`src/rtl/uart_pkg.sv`:
```
// Shared UART types and constants; the receiver uses them now and the planned transmitter will too.
package uart_pkg;

  typedef enum logic [2:0] {
    IDLE,
    START,
    DATA,
    STOP,
    WAIT_HIGH
  } uart_rx_state_t;

  localparam int   DATA_BITS  = 8;
  localparam logic IDLE_LEVEL = 1'b1;

  function automatic int cycles_per_bit(input int clk_hz, input int baud);
    return clk_hz / baud;
  endfunction

endpackage

```
`src/rtl/synchronizer_2ff.sv`:
```
// Two-flop synchronizer for a single asynchronous level; both stages preset to RESET_VAL.
module synchronizer_2ff #(
  parameter logic RESET_VAL = 1'b1
) (
  input  logic clk_in,
  input  logic rst_in_n,
  input  logic d_in,
  output logic q_out
);

  logic meta_q, meta_d;
  logic sync_q, sync_d;

  always_comb begin
    meta_d = d_in;
    sync_d = meta_q;
  end

  always_ff @(posedge clk_in or negedge rst_in_n) begin
    if (!rst_in_n) begin
      meta_q <= RESET_VAL;
      sync_q <= RESET_VAL;
    end else begin
      meta_q <= meta_d;
      sync_q <= sync_d;
    end
  end

  assign q_out = sync_q;

endmodule

```
`src/rtl/uart_rx.sv`:
```
// 8N1 UART receiver, LSB first, with a valid/ready byte output plus framing-error and overrun pulses.
//
// state     | meaning
// ----------+--------------------------------------------------------------
// IDLE      | line idle, waiting for rxd_s to go low
// START     | counting to mid start bit; a high sample there is a glitch
// DATA      | one sample per bit period, shifted in LSB first
// STOP      | sampling the stop bit; high delivers the byte, low is a frame error
// WAIT_HIGH | after a frame error, hold off until the line returns high
module uart_rx
  import uart_pkg::*;
#(
  parameter int CLK_HZ = 100_000_000,
  parameter int BAUD   = 115200
) (
  input  logic       clk_in,
  input  logic       rst_in_n,
  input  logic       rxd_in,
  output logic [7:0] data_out,
  output logic       valid_out,
  input  logic       ready_in,
  output logic       frame_err_out,
  output logic       overrun_out
);

  localparam int CYCLES_PER_BIT = cycles_per_bit(CLK_HZ, BAUD);
  localparam int HALF_BIT       = CYCLES_PER_BIT / 2;
  localparam int CNT_W          = $clog2(CYCLES_PER_BIT);

  localparam logic [CNT_W-1:0] HALF_TC  = CNT_W'(HALF_BIT - 1);
  localparam logic [CNT_W-1:0] BIT_TC   = CNT_W'(CYCLES_PER_BIT - 1);
  localparam logic [2:0]       LAST_BIT = 3'(DATA_BITS - 1);

  if (CYCLES_PER_BIT < 4) begin : g_bad_rate
    $error("uart_rx: CLK_HZ/BAUD must be at least 4");
  end

  logic rxd_s;

  synchronizer_2ff #(
    .RESET_VAL (IDLE_LEVEL)
  ) u_rxd_sync (
    .clk_in   (clk_in),
    .rst_in_n (rst_in_n),
    .d_in     (rxd_in),
    .q_out    (rxd_s)
  );

  uart_rx_state_t   state_q, state_d;
  logic [CNT_W-1:0] cnt_q, cnt_d;
  logic [2:0]       bit_idx_q, bit_idx_d;
  logic [7:0]       shreg_q, shreg_d;
  logic [7:0]       data_q, data_d;
  logic             valid_q, valid_d;
  logic             frame_err_q, frame_err_d;
  logic             overrun_q, overrun_d;
  logic             deliver;
  logic             cnt_tc_half;
  logic             cnt_tc_bit;

  assign cnt_tc_half = (cnt_q == HALF_TC);
  assign cnt_tc_bit  = (cnt_q == BIT_TC);

  always_comb begin
    state_d     = state_q;
    cnt_d       = cnt_q;
    bit_idx_d   = bit_idx_q;
    shreg_d     = shreg_q;
    deliver     = 1'b0;
    frame_err_d = 1'b0;

    case (state_q)
      IDLE: begin
        cnt_d = '0;
        if (rxd_s == 1'b0) begin
          state_d = START;
        end
      end

      START: begin
        if (cnt_tc_half) begin
          cnt_d = '0;
          if (rxd_s == 1'b0) begin
            state_d   = DATA;
            bit_idx_d = 3'd0;
          end else begin
            state_d = IDLE;
          end
        end else begin
          cnt_d = cnt_q + 1'b1;
        end
      end

      DATA: begin
        if (cnt_tc_bit) begin
          cnt_d   = '0;
          shreg_d = {rxd_s, shreg_q[7:1]};
          if (bit_idx_q == LAST_BIT) begin
            state_d = STOP;
          end else begin
            bit_idx_d = bit_idx_q + 3'd1;
          end
        end else begin
          cnt_d = cnt_q + 1'b1;
        end
      end

      STOP: begin
        if (cnt_tc_bit) begin
          cnt_d = '0;
          if (rxd_s == 1'b1) begin
            deliver = 1'b1;
            state_d = IDLE;
          end else begin
            frame_err_d = 1'b1;
            state_d     = WAIT_HIGH;
          end
        end else begin
          cnt_d = cnt_q + 1'b1;
        end
      end

      WAIT_HIGH: begin
        cnt_d = '0;
        if (rxd_s == 1'b1) begin
          state_d = IDLE;
        end
      end

      default: begin
        state_d = IDLE;
        cnt_d   = '0;
      end
    endcase
  end

  // A byte landing while the previous one is still held (and not being taken) is dropped.
  always_comb begin
    data_d    = data_q;
    valid_d   = valid_q;
    overrun_d = 1'b0;

    if (deliver) begin
      if (!valid_q || ready_in) begin
        data_d  = shreg_q;
        valid_d = 1'b1;
      end else begin
        overrun_d = 1'b1;
      end
    end else if (valid_q && ready_in) begin
      valid_d = 1'b0;
    end
  end

  always_ff @(posedge clk_in or negedge rst_in_n) begin
    if (!rst_in_n) begin
      state_q     <= IDLE;
      cnt_q       <= '0;
      bit_idx_q   <= 3'd0;
      shreg_q     <= 8'h00;
      data_q      <= 8'h00;
      valid_q     <= 1'b0;
      frame_err_q <= 1'b0;
      overrun_q   <= 1'b0;
    end else begin
      state_q     <= state_d;
      cnt_q       <= cnt_d;
      bit_idx_q   <= bit_idx_d;
      shreg_q     <= shreg_d;
      data_q      <= data_d;
      valid_q     <= valid_d;
      frame_err_q <= frame_err_d;
      overrun_q   <= overrun_d;
    end
  end

  assign data_out      = data_q;
  assign valid_out     = valid_q;
  assign frame_err_out = frame_err_q;
  assign overrun_out   = overrun_q;

endmodule

```
`config.mk`:
```
export PLATFORM = sky130hd
export DESIGN_NAME = uart_rx
export DESIGN_NICKNAME = d
export VERILOG_FILES = /design/src/rtl/uart_pkg.sv /design/src/rtl/synchronizer_2ff.sv /design/src/rtl/uart_rx.sv
export SDC_FILE = /design/constraint.sdc
export NUM_CORES = 1
export LEC_CHECK = 0
export CORE_AREA = 10 10 51 92
export CTS_BUF_LIST = sky130_fd_sc_hd__clkbuf_4 sky130_fd_sc_hd__clkbuf_8
export DETAILED_ROUTE_END_ITERATION = 12
export DIE_AREA = 0 0 61 102
export GPL_ROUTABILITY_DRIVEN = 1
export PLACE_DENSITY = 0.71
export SYNTH_ARGS = -nofsm -noshare
export SYNTH_HDL_FRONTEND = slang
export SYNTH_SLANG_ARGS = --single-unit
```
`constraint.sdc`:
```
create_clock -name clk_in -period 3.7 [get_ports clk_in]
set_input_delay 0.74 -clock clk_in [delete_from_list [all_inputs] [get_ports clk_in]]
set_output_delay 0.74 -clock clk_in [all_outputs]
set_load 0.03 [all_outputs]
```
# Word level (Yosys, flattened, before mapping)
# Cells that the tools add are included.
[totals]
regBits = 37
inputBits = 4
out_inout_bits = 11
[op_classes]
n_addsub = 2
n_eq_ne = 16
n_mux = 28
n_reduce_logical = 12
[op_table]
columns = ["operator", "n"]
rows = [
  ["$mux W3", 11],
  ["$mux W10", 2],
  ["$pmux W10 S2", 1],
  ["$pmux W3 S5", 1],
  ["$ne A2 B2 Y1 const B", 7],
  ["$mux W1", 11],
  ["$add A10 B1 Y10 const B", 1],
  ["$eq A10 B10 Y1 const B", 1],
  ["$eq A10 B9 Y1 const B", 1],
  ["$eq A3 B2 Y1 const B", 2],
  ["$eq A3 B3 Y1 const B", 2],
  ["$pmux W3 S2", 1],
  ["$reduce_and A2 Y1", 3],
  ["$reduce_and A6 Y1", 1],
  ["$reduce_and A5 Y1", 1],
  ["$ne A2 B1 Y1 const B", 2],
  ["$reduce_bool A2 Y1", 2],
  ["$add A3 B1 Y3 const B", 1],
  ["$eq A3 B1 Y1 const B", 1],
  ["$logic_not A3 Y1", 1],
  ["$mux W2", 1],
  ["$reduce_or A2 Y1", 1],
  ["$logic_and A1 B1 Y1", 1],
  ["$logic_not A1 Y1", 1],
  ["$logic_or A1 B1 Y1", 1],
]

# Logic depth before layout (Yosys ltp)
[depth]
ltp_word = 5
depth_mapped = 6
mapped_depth_nobuf = 6

# By module
# From an unflattened synthesis, not the netlist that was laid out.
[hier_totals]
cells_unflattened = 141
hier_area_um2 = 1710.4
[modules_own_cells]
columns = ["mod", "instances", "cells_each", "area_per_inst_um2", "seq_area_each_um2"]
rows = [
  ["uart_rx", 1, 139, 1657.8, 875.8],
  ["synchronizer_2ff", 1, 2, 52.6, 52.6],
]

# Least setup slack after synthesis
# OpenSTA, ideal clock, no wires.
[synth_path]
path_kind = "reg-to-reg"
from = "reg cnt_q[0]"
to = "reg data_q[0], in the netlist data_out[0]"
setup_time_ns = 0.125
arrival_ns = 1.603
required_ns = 3.575
slack_ns = 1.972
path_stages_with_launch = 6
n_path_buf = 0
period_less_slack_ns = 1.728
cell_sequence = "dfrtp_1 ha_1 and3_2 nand3_2 nor3_4 mux2_2"
[synth_via]
elab_chain_cells = 4
[synth_rtl]
columns = ["element", "line_no", "source"]
rows = [
  ["start, declared", "uart_rx.sv:50", "logic [CNT_W-1:0] cnt_q, cnt_d;"],
  ["start signal, assigned", "uart_rx.sv:167", "cnt_q <= cnt_d;"],
  ["$eq A10 B10 Y1", "uart_rx.sv:62", "assign cnt_tc_bit = (cnt_q == BIT_TC);"],
  ["$mux W1", "uart_rx.sv:109", "if (cnt_tc_bit) begin"],
  ["$mux W1", "uart_rx.sv:72", "case (state_q)"],
  ["$reduce_and A2 Y1 (no source line)", "n/a", ""],
  ["end signal, assigned", "uart_rx.sv:170", "data_q <= data_d;"],
  ["end, declared", "uart_rx.sv:53", "logic [7:0] data_q, data_d;"],
]
# Every way passes these cells.
# A chain may end at the register's enable or synchronous reset.

# Final worst setup path
[layout_path]
from = "reg data_q[5], in the netlist data_out[5]"
to = "out data_out[5]"
[layout_rtl]
columns = ["element", "line_no", "source"]
rows = [
  ["end, declared", "uart_rx.sv:19", "output logic [7:0] data_out,"],
]
# No word-level cell between the ends.

==> tab_implementation.tex <==
\begin{tabular}{lr}
\hline
Metric & Value \\
\hline
\multicolumn{2}{l}{\textbf{Worst setup path}} \\
\quad Data required time at the worst endpoint & 2960 ps \\
\quad Critical path endpoint category & primary output \\
\quad Reg-to-reg setup timing slack & 1640 ps \\
\quad Category of cells accounting for the largest share of critical-path delay & buffers and inverters \\
\quad Highest cell delay on the worst timing path & 690 ps \\
\quad Worst path cell trace & clkdlybuf4s50\_1 \\
\quad Slowest cell on the critical path & sky130\_fd\_sc\_hd\_\_clkdlybuf4s50\_1 \\
\quad Beginning of the critical path & data\_out[5] \\
\quad Data arrival at the endpoint of the critical path & 1350 ps \\
\quad Instance count on the critical path & 1 \\
\quad End of the worst register-to-register path & data\_out[0] \\
\quad WP buf/inv & 1 \\
\quad Worst setup SP type & flip-flop \\
\quad Reg-to-reg startpoint & state\_q[1] \\
\quad Number of cells traversed by the worst register-to-register path & 4 \\
\quad Capture point of the worst path & data\_out[5] \\
\quad Worst setup path class & flip-flop to primary output \\
\quad Worst-path fanout max & 2 \\
\multicolumn{2}{l}{\textbf{Floorplanning}} \\
\quad \# IOs & 15 \\
\quad Horizontal die dimension & 61 um \\
\quad \# rows & 29 \\
\quad Effective utilization at floorplan & 52.94\% \\
\quad Area of the core & 3193 um\^{}2 \\
\quad Die Span Y & 102 um \\
\quad Die footprint & 6222 um\^{}2 \\
\multicolumn{2}{l}{\textbf{Clock tree}} \\
\quad Clock transition time at the flip-flop clock pins of the worst setup and hold paths & 70 ps \\
\quad Hold-fix buffers, CTS & 0 \\
\quad Clk buf depth & 2 \\
\quad Clock sink count & 37 \\
\quad Root buffer cell & sky130\_fd\_sc\_hd\_\_clkbuf\_8 \\
\quad CTS Buf Count & 5 \\
\quad Clock tree from TritonCTS & built \\
\quad Worst skew pair latency & 300 ps \\
\quad H-tree Lvls & 2 \\
\quad Post-CTS setup-driven buffer insertion count & 0 \\
\quad Resized cells post-CTS & 0 \\
\multicolumn{2}{l}{\textbf{Timing}} \\
\quad Final setup violating endpoints & 0 \\
\quad Actual transition at the worst max-transition pin & 590.6 ps \\
\quad Setup repair after global routing missed its margin & false \\
\quad Final Critical Period & 2085 ps \\
\quad Max-Slew Margin vs Limit & 60.55\% \\
\quad Maximum frequency from static timing analysis & 479.6 MHz \\
\quad Number of max-slew violations in the final report & 0 \\
\quad Setup slack after layout & 1615 ps \\
\quad Hold Violations, Final & 0 \\
\quad Period utilisation layout & 56.35\% \\
\quad Setup\_tns & 0 ps \\
\quad Maximum clock skew at final layout & 9.334 ps \\
\multicolumn{2}{l}{\textbf{Power}} \\
\quad Ratio of total power to cell area & 358.9 nW/um\^{}2 \\
\quad Static power due to leakage & 0.9159 nW \\
\quad Total Power & 0.6983 mW \\
\quad Worst-case vdd ir drop & 283.6 uV \\
\multicolumn{2}{l}{\textbf{Final layout}} \\
\quad Share of layout cells above drive strength 1 & 22.64\% \\
\quad Register cell area after layout & 928.4 um\^{}2 \\
\quad Core occupancy in the finished layout & 60.93\% \\
\quad Final Cell Area & 1946 um\^{}2 \\
\quad Area taken by multi-input logic gates & 729.5 um\^{}2 \\
\quad Fill cells & 271 \\
\quad Commonest cells after routing, fill and taps aside & sky130\_fd\_sc\_hd\_\_dfrtp\_1, sky130\_fd\_sc\_hd\_\_nor2\_1, sky130\_fd\_sc\_hd\_\_mux2\_2, sky130\_fd\_sc\_hd\_\_clkdlybuf4s50\_1, sky130\_fd\_sc\_hd\_\_nand2\_1 \\
\quad Count of inserted antenna diode cells & 0 \\
\quad Fin nets & 166 \\
\quad Most common cell after layout, fill and taps aside & sky130\_fd\_sc\_hd\_\_dfrtp\_1 \\
\quad Signed area change from the synthesized netlist to the final layout & 15.10\% \\
\multicolumn{2}{l}{\textbf{Logic synthesis}} \\
\quad Part of the Yosys area used for sequential elements & 54.92\% \\
\quad Syn Inst Count & 138 \\
\quad Flop and latch count out of synthesis & 37 \\
\quad Synthesized area & 1690 um\^{}2 \\
\quad Synthesized area per cell & 12.25 um\^{}2 \\
\quad Post-Synthesis Net Count & 146 \\
\quad Unique cell type count in the Yosys netlist & 38 \\
\quad Warnings from Yosys & 0 \\
\multicolumn{2}{l}{\textbf{Route}} \\
\quad Drt drc & 0 \\
\quad Number of DRC markers after the initial detailed-route iteration & 19 \\
\quad Remaining number of nets flagged by the antenna check after routing & 0 \\
\quad Wire length per cell & 16.64 um \\
\quad First-pass DRT Iterations & 4 \\
\quad Final wirelength & 3161 um \\
\quad Count of vias placed by the detailed router & 1086 \\
\quad Via-to-Cell Ratio & 5.716 \\
\multicolumn{2}{l}{\textbf{GRT}} \\
\quad Grt total ovfl & 0 \\
\quad Largest net degree at the start of global routing & 38 \\
\quad Initial antenna violation count & 0 \\
\quad First-pass GRT wire length & 5457 um \\
\quad Number of global-route vias before repair & 1171 \\
\quad Global-route total usage across every layer & 11.44\% \\
\multicolumn{2}{l}{\textbf{Place}} \\
\quad Input/output buffers & 14 \\
\quad Dpl hpwl & 2305 um \\
\quad Placed Instance Area & 1859 um\^{}2 \\
\quad GPL Wtd Cong & 0.8453 \\
\quad Setup WS pre-CTS & 1429 ps \\
\multicolumn{2}{l}{\textbf{Hold path}} \\
\quad Type of the worst min-delay path & flip-flop to flip-flop \\
\multicolumn{2}{l}{\textbf{Run}} \\
\quad Max-cap violations & 0 \\
\multicolumn{2}{l}{\textbf{Run status}} \\
\quad Result of the run & completed \\
\hline
\end{tabular}
==> flip-flops by register name (all words and copies together) (netlist names) <==
signal and count:
bit_idx_q 3, cnt_q 10, data_out 8, frame_err_out 1
overrun_out 1, shreg_q 8, state_q 3, u_rxd_sync.meta_q 1
u_rxd_sync.q_out 1, valid_out 1
==> metrics by stage <==
| stage | std cells | hold slack (ps) |
|---|---|---|
| after floorplan | 138 | 345.2 |
| after global placement | 182 | 345.6 |
| after detailed placement | 182 | 347.2 |
| after CTS | 190 | 358.3 |
| after global routing | 190 | 361.1 |
| final | 190 | 357.1 |
==> Yosys cell counts <==
master / count / area [um^2]
sky130_fd_sc_hd__a211oi_1: 1 / 7.510
sky130_fd_sc_hd__nor4_1: 1 / 6.260
sky130_fd_sc_hd__inv_1: 4 / 15.01
sky130_fd_sc_hd__mux2_1: 1 / 11.26
sky130_fd_sc_hd__nor2b_1: 1 / 6.260
sky130_fd_sc_hd__o21ai_0: 2 / 10.01
sky130_fd_sc_hd__mux2_2: 15 / 168.9
sky130_fd_sc_hd__a21oi_2: 1 / 8.760
sky130_fd_sc_hd__nor4b_1: 1 / 8.760
sky130_fd_sc_hd__nor3_4: 1 / 16.27
sky130_fd_sc_hd__nand2_1: 9 / 33.78
sky130_fd_sc_hd__dfstp_2: 2 / 52.55
sky130_fd_sc_hd__ha_1: 4 / 50.05
sky130_fd_sc_hd__and4_1: 1 / 8.760
sky130_fd_sc_hd__o31ai_1: 1 / 7.510
sky130_fd_sc_hd__and4bb_2: 1 / 12.51
sky130_fd_sc_hd__nor3_1: 4 / 20.02
sky130_fd_sc_hd__a2bb2oi_1: 1 / 8.760
sky130_fd_sc_hd__dfrtp_1: 35 / 875.8
sky130_fd_sc_hd__and3_2: 1 / 7.510
sky130_fd_sc_hd__nand3b_4: 1 / 20.02
sky130_fd_sc_hd__nand3_1: 6 / 30.03
sky130_fd_sc_hd__nand3_2: 2 / 20.02
sky130_fd_sc_hd__or3b_2: 1 / 8.760
sky130_fd_sc_hd__xnor2_1: 5 / 43.79
sky130_fd_sc_hd__a21oi_1: 1 / 5.000
sky130_fd_sc_hd__a41oi_2: 1 / 16.27
sky130_fd_sc_hd__xor2_1: 4 / 35.03
sky130_fd_sc_hd__clkdlybuf4s25_1: 1 / 10.01
sky130_fd_sc_hd__nand4_1: 2 / 12.51
sky130_fd_sc_hd__nand2b_1: 1 / 6.260
sky130_fd_sc_hd__nor2_8: 1 / 20.02
sky130_fd_sc_hd__nor2_1: 16 / 60.06
sky130_fd_sc_hd__a21o_1: 1 / 7.510
sky130_fd_sc_hd__o211ai_1: 3 / 22.52
sky130_fd_sc_hd__and3_1: 1 / 6.260
sky130_fd_sc_hd__buf_4: 1 / 7.510
sky130_fd_sc_hd__nand3b_1: 3 / 22.52
==> worst min path at each step <==
| stage | startpoint | to | cells past startpoint |
|---|---|---|---|
| 6_report | u_rxd_sync.meta_q | u_rxd_sync.q_out | 0 |
| 5_1_grt | u_rxd_sync.meta_q | u_rxd_sync.q_out | 0 |
| 3_5_place_dp | u_rxd_sync.meta_q | u_rxd_sync.q_out | 0 |
| 4_1_cts | u_rxd_sync.meta_q | u_rxd_sync.q_out | 0 |
| 2_1_floorplan | u_rxd_sync.meta_q | u_rxd_sync.q_out | 0 |
| 3_3_place_gp | u_rxd_sync.meta_q | u_rxd_sync.q_out | 0 |
==> power by group <==
part,switching [mW],internal (mW),total [mW]
sequential,0.00143,0.406,0.408
clock,0.147,0.130,0.277
combinational,0.00882,0.00450,0.0133
total,0.158,0.541,0.698
==> final cells by class <==
| class | instances | area share [%] |
|---|---|---|
| repair buffers | 15 | 7.588 |
| clock inverters | 3 | 0.9003 |
| well taps | 31 | 1.994 |
| inverters | 4 | 0.7717 |
| flip-flops and latches | 37 | 47.72 |
| multi-input cells | 95 | 37.49 |
| clock buffers | 5 | 3.537 |
==> layer usage <==
metal	GRT usage, %	vias up	part of all wire [%]	routed length, um
met5	0	-	0	0
met4	6.282	0	2.2	68
met3	4.472	5	5.6	176
met2	18.44	19	53	1679
met1	12.22	539	39	1237
li1	-	523	-	-
==> kinds of logic after synthesis <==
group | synth area share (%)
buffers and inverters | 1.924
flip-flops | 54.92
adder cells (fa/ha/maj) | 2.961
XOR/XNOR | 4.663
AO/OA/AOI/OAI | 5.552
multiplexers | 10.66
AND/OR/NAND/NOR | 19.32
No activity file was read; power rests on OpenSTA's default activity.
